**src/rtl/tap_ctrl.sv**
```systemverilog
// tap_ctrl: IEEE 1149.1 TAP state machine, instruction register and TDO mux.
// Runs entirely in the tck domain and feeds data_registers with state and decoded instruction.
package tap_ctrl_pkg;
    typedef enum logic [3:0] {
        TEST_LOGIC_RESET,
        RUN_TEST_IDLE,
        SELECT_DR,
        CAPTURE_DR,
        SHIFT_DR,
        EXIT1_DR,
        PAUSE_DR,
        EXIT2_DR,
        UPDATE_DR,
        SELECT_IR,
        CAPTURE_IR,
        SHIFT_IR,
        EXIT1_IR,
        PAUSE_IR,
        EXIT2_IR,
        UPDATE_IR
    } tap_ctrl_fsm_t;

    typedef enum logic [2:0] {
        IDCODE,
        SAMPLE_PRELOAD,
        IC_RESET,
        ADDR_AXI_REGISTER,
        DATA_AXI_REGISTER,
        MGMT_AXI_REGISTER,
        BYPASS
    } ir_decoding_t;
endpackage

module tap_ctrl
    import tap_ctrl_pkg::*;
#(
    parameter int                    IR_WIDTH       = 4,
    parameter logic [IR_WIDTH-1:0]   IR_CAPTURE_VAL = IR_WIDTH'(4'b0101)
) (
    input  logic          trstn,
    input  logic          tck,
    input  logic          tms,
    input  logic          tdi,
    input  logic          tdo_dr,
    output logic          tdo,
    output logic          tdo_en,
    output tap_ctrl_fsm_t tap_state,
    output ir_decoding_t  ir_dec
);
    localparam logic [IR_WIDTH-1:0] IDCODE_OP = IR_WIDTH'(1);

    tap_ctrl_fsm_t       r_state;
    tap_ctrl_fsm_t       w_next;
    logic [IR_WIDTH-1:0] r_ir_sr;
    logic [IR_WIDTH-1:0] r_ir_ff;
    logic                r_ir_n;
    logic                r_tdo_en;
    logic                r_sel_ir;
    ir_decoding_t        w_dec;

    always_ff @(posedge tck or negedge trstn) begin
        if (!trstn) r_state <= TEST_LOGIC_RESET;
        else        r_state <= w_next;
    end

    always_comb begin
        w_next = r_state;
        case (r_state)
            TEST_LOGIC_RESET: w_next = tms ? TEST_LOGIC_RESET : RUN_TEST_IDLE;
            RUN_TEST_IDLE:    w_next = tms ? SELECT_DR        : RUN_TEST_IDLE;
            SELECT_DR:        w_next = tms ? SELECT_IR        : CAPTURE_DR;
            CAPTURE_DR:       w_next = tms ? EXIT1_DR         : SHIFT_DR;
            SHIFT_DR:         w_next = tms ? EXIT1_DR         : SHIFT_DR;
            EXIT1_DR:         w_next = tms ? UPDATE_DR        : PAUSE_DR;
            PAUSE_DR:         w_next = tms ? EXIT2_DR         : PAUSE_DR;
            EXIT2_DR:         w_next = tms ? UPDATE_DR        : SHIFT_DR;
            UPDATE_DR:        w_next = tms ? SELECT_DR        : RUN_TEST_IDLE;
            SELECT_IR:        w_next = tms ? TEST_LOGIC_RESET : CAPTURE_IR;
            CAPTURE_IR:       w_next = tms ? EXIT1_IR         : SHIFT_IR;
            SHIFT_IR:         w_next = tms ? EXIT1_IR         : SHIFT_IR;
            EXIT1_IR:         w_next = tms ? UPDATE_IR        : PAUSE_IR;
            PAUSE_IR:         w_next = tms ? EXIT2_IR         : PAUSE_IR;
            EXIT2_IR:         w_next = tms ? UPDATE_IR        : SHIFT_IR;
            UPDATE_IR:        w_next = tms ? SELECT_DR        : RUN_TEST_IDLE;
            default:          w_next = TEST_LOGIC_RESET;
        endcase
    end

    // LSB leaves first, tdi enters at the MSB
    always_ff @(posedge tck or negedge trstn) begin
        if (!trstn)                      r_ir_sr <= IR_CAPTURE_VAL;
        else if (r_state == CAPTURE_IR)  r_ir_sr <= IR_CAPTURE_VAL;
        else if (r_state == SHIFT_IR)    r_ir_sr <= {tdi, r_ir_sr[IR_WIDTH-1:1]};
    end

    always_ff @(posedge tck or negedge trstn) begin
        if (!trstn)                           r_ir_ff <= IDCODE_OP;
        else if (r_state == UPDATE_IR)        r_ir_ff <= r_ir_sr;
        else if (r_state == TEST_LOGIC_RESET) r_ir_ff <= IDCODE_OP;
    end

    always_comb begin
        w_dec = (r_ir_ff == IR_WIDTH'(1)) ? IDCODE            :
                (r_ir_ff == IR_WIDTH'(2)) ? SAMPLE_PRELOAD    :
                (r_ir_ff == IR_WIDTH'(3)) ? IC_RESET          :
                (r_ir_ff == IR_WIDTH'(4)) ? ADDR_AXI_REGISTER :
                (r_ir_ff == IR_WIDTH'(5)) ? DATA_AXI_REGISTER :
                (r_ir_ff == IR_WIDTH'(6)) ? MGMT_AXI_REGISTER :
                                            BYPASS;
    end

    // Output side is retimed to falling tck so the pad is stable at the host's rising sample
    always_ff @(negedge tck or negedge trstn) begin
        if (!trstn) begin
            r_ir_n   <= 1'b0;
            r_tdo_en <= 1'b0;
            r_sel_ir <= 1'b0;
        end else begin
            r_ir_n   <= r_ir_sr[0];
            r_tdo_en <= (r_state == SHIFT_IR) || (r_state == SHIFT_DR);
            r_sel_ir <= (r_state == SHIFT_IR);
        end
    end

    assign tdo       = r_sel_ir ? r_ir_n : (r_tdo_en ? tdo_dr : 1'b0);
    assign tdo_en    = r_tdo_en;
    assign tap_state = r_state;
    assign ir_dec    = w_dec;
endmodule
```
**config.mk**
```make
export PLATFORM = sky130hd
export DESIGN_NAME = tap_ctrl
export DESIGN_NICKNAME = d
export VERILOG_FILES = /design/src/rtl/tap_ctrl.sv
export SDC_FILE = /design/constraint.sdc
export NUM_CORES = 1
export LEC_CHECK = 0
export CORE_UTILIZATION = 50
export CTS_CLUSTER_DIAMETER = 40
export CTS_CLUSTER_SIZE = 24
export DETAILED_ROUTE_END_ITERATION = 8
export PLACE_DENSITY_LB_ADDON = 0.1
export RECOVER_POWER = 100
export SYNTH_ARGS = -nofsm -noshare
export SYNTH_HDL_FRONTEND = slang
export SYNTH_SLANG_ARGS = --single-unit
```
**constraint.sdc**
```tcl
create_clock -name tck -period 1.95 [get_ports tck]
set_clock_uncertainty 0.1 [all_clocks]
set_input_delay 0.585 -clock tck [delete_from_list [all_inputs] [get_ports tck]]
set_output_delay 0.585 -clock tck [all_outputs]
set_load 0.05 [all_outputs]
```
Word-level counts from Yosys, hierarchy flattened
Index checks and enable logic that the tools add are counted.
{"block": "totals", "reg_bits": 15, "inputBits": 5, "out_inout_bits": 9, "elab_cells": 59}
{"block": "classes", "n_eq_ne": 21, "n_mux": 25, "n_reduce_logical": 7}
{"cell": "$pmux W4 S12", "count": 1}
{"cell": "$eq A4 B4 Y1 const B", "count": 8}
{"cell": "$mux W4", "count": 8}
{"cell": "$eq A4 B3 Y1 const B", "count": 7}
{"cell": "$mux W3", "count": 6}
{"cell": "$eq A4 B2 Y1 const B", "count": 4}
{"cell": "$mux W2", "count": 5}
{"cell": "$eq A4 B1 Y1 const B", "count": 2}
{"cell": "$mux W1", "count": 5}
{"cell": "$logic_not A4 Y1", "count": 1}
{"cell": "$reduce_bool A2 Y1", "count": 2}
{"cell": "$reduce_or A2 Y1", "count": 2}
{"cell": "$reduce_or A3 Y1", "count": 1}
{"cell": "$logic_or A1 B1 Y1", "count": 1}

Logic depth before layout (Yosys ltp)
{"block": "logic_depth", "depth_word": 7, "depth_mapped": 5, "ltp_nobuf": 3}

==> flow_summary.toml <==
[status]
outcome = "finished with violations"
violations = "negative setup slack"

[hold_path]
hp-start = "r_ir_sr[2]"
min_to = "r_ir_sr[2]"
hold_path_depth = 2
hp-class = "register to register"

[global_routing]
grt_overflow = 0
grt_pass1_vias = 772
antenna_found_initial = 0
grt_pass1_wl_mm = 3.31
grt_usage = 0.245
grt_max_degree = 18

[die]
dieArea_um2 = 1820
ioPinCount = 14
initial_core_util = 0.542
dieWidth_um = 42.6
coreArea_um2 = 1520
fp.dieH_um = 42.6
row_count = 14

[yosys]
yosys_warnings = 0
postSynthAreaPerCell_um2 = 8.69
synthArstFlopShare = 1.00
synth-seq-cells = 15
syn_inst = 95
synthDistinctLibCells = 32
synth-edff-count = 0
synth_fp_nets = 100
syn-cell-area_um2 = 826
ys_seq_area_frac = 0.459
synth_ff_type = "dfrtp_1"

[pwr]
switching_share = 0.460
p_comb_frac = 0.668
power_density_nw_per_um2 = 1820
clock_power_share = 0.078
peakVddDrop_mv = 1.24
power_frac_seq = 0.254
p_leak_nw = 0.532
switchingPower_mw = 1.03
p_int_mw = 1.21

[critical_path]
reg2reg_setup_slack_ns = -0.25
crit_chain = "nand2_2 > o21ai_4 > buf_12"
slowest_stage = "dfrtn_1"
crit_fanout = 2
crit_buf_inv = 1
worstRegToRegCells = 3
crit_required_ns = 1.26
slowest_delay_ns = 0.47
crit_type = "register to output port"
r2r_start = "tap_state[3]"
start_kind = "register"
critPathCaptureType = "output port"
r2r_end = "tdo_en"
critPathTopFamily = "flip-flops"
crit_arrival_ns = 2.03
cp.depth = 3

[clock_network]
clk_latency_ns = 0.28
cts.path.max_buffers = 2
cts_num_sinks = 15
cts_tree = "built"
cts_buffers = 3
clkTransAtPathRegs_ns = 0.08
h-tree-depth = 1
holdBufCountCts = 0
clockRootBuffer = "clkbuf_4"

[layout]
fillers = 111
seq_area_um2 = 383
layout_common_cells = "a21oi_1, buf_12, o21ai_0, nand2_1, buf_4"
layout.nets = 130
drive_gt1_frac = 0.323
diodes = 0
instances_no_fill = 140
multi_input_area_um2 = 445
syn2layout_area_growth_pct = 49.1

[sta]
tns_ns = -2.40
setup_violations = 8
tightestPinTransition_ns = 0.624
maxSlewViolCount = 0
relSlewSlack = 0.584
finalHoldViolations = 0
setup_slack_ns = -0.764
rsz0062_at_grt = "true"

[placement]
dp.cells = 132
gp_congestion = 0.736
io_buffers = 13
dp_hpwl_mm = 1.45

[run]
max-cap-violations = 0

[drt]
route.detailed.drc = 0
avgViaCountPerCell = 5.86
drtAntennaViolNets = 0
drtIter0Drc = 24
detail_route.wl_per_cell_um = 14.0
routed_wl_mm = 1.96
via_count = 820
firstDrtPassIters = 4
==> power by group through the flow <==
stage	sequential (mW)	combinational [mW]	clock (mW)
2_1_floorplan	0.752	0.672	0
3_3_place_gp	0.566	1.41	0
3_5_place_dp	0.574	1.45	0
4_1_cts	0.575	1.52	0.179
5_1_grt	0.585	1.59	0.192
6_report	0.570	1.50	0.176
==> routing by layer <==
layer / global-route usage / share of wire / up-vias
met4: 0.119 / 0.016 / 0
li1: - / - / 396
met1: 0.286 / 0.41 / 402
met3: 0.0431 / 0.029 / 4
met5: 0 / 0 / -
met2: 0.424 / 0.54 / 18
==> worst register-to-register path, stage by stage, from the launching register on <==
cell and delay [ns]:
dfrtp_2 0.37, buf_2 0.30, nor4_1 0.09, or2_1 0.22
==> cells in the mapped netlist, types with 3 or more instances <==
| cell type | count | share of area |
|---|---|---|
| o21ai_0 | 8 | 0.048 |
| o22ai_1 | 3 | 0.023 |
| buf_2 | 4 | 0.024 |
| and3_1 | 3 | 0.023 |
| nand2_1 | 9 | 0.041 |
| nand2b_1 | 4 | 0.030 |
| dfrtn_1 | 3 | 0.091 |
| dfstp_2 | 3 | 0.095 |
| nor2b_1 | 4 | 0.030 |
| nand3_1 | 3 | 0.018 |
| nor3_1 | 5 | 0.030 |
| nor2_1 | 7 | 0.032 |
| dfrtp_1 | 9 | 0.27 |
| a21oi_1 | 8 | 0.048 |
==> through the flow <==
stage	utilization	hold WS (ns)	cell area [µm²]	power [mW]	setup slack [ns]
2_1_floorplan	-	0.189	865	1.42	-0.872
3_3_place_gp	0.761	0.378	1160	1.97	-0.481
3_5_place_dp	0.761	0.383	1160	2.02	-0.498
4_1_cts	0.812	0.395	1240	2.28	-0.779
5_1_grt	0.808	0.426	1230	2.37	-0.812
6_report	0.808	0.389	1230	2.25	-0.764
==> worst max-delay path by stage <==
stage / from / to
global route: r_sel_ir / tdo
CTS: tdo_en / tdo
detailed placement: tdo_en / tdo
global placement: tdo_en / tdo
floorplan: tdo_en / tdo
finish: r_sel_ir / tdo
==> area by class of cell <==
class                   instances  share of cell area
clock buffers                   4              0.0213
flip-flops and latches         15               0.311
well taps                      16              0.0163
inverters                       3             0.00915
repair buffers                 31               0.280
multi-input cells              71               0.362
==> flip-flops by register name, indices dropped and copies added (netlist names) <==
name / count
r_sel_ir: 1
r_ir_ff: 4
r_ir_n: 1
r_ir_sr: 4
tdo_en: 1
tap_state: 4
==> logic make-up after synthesis <==
kind of cell              Yosys count  share of synthesized area
AOI/OAI and AO/OA                  25                      0.179
and+or+nand+nor                    44                      0.285
DFF                                15                      0.459
xor gates and xnor gates            2                     0.0212
buffers and inverters               9                     0.0561
==> what timing repair did <==
item                                   4_1_cts  5_1_grt
resized for setup                            8        4
setup buffers                                3        1
endpoints found under the hold margin        0        0
pin swaps                                    5        2
cloned                                       0        0
setup endpoints to repair                    5        6
(Power assumes the default switching activity.)
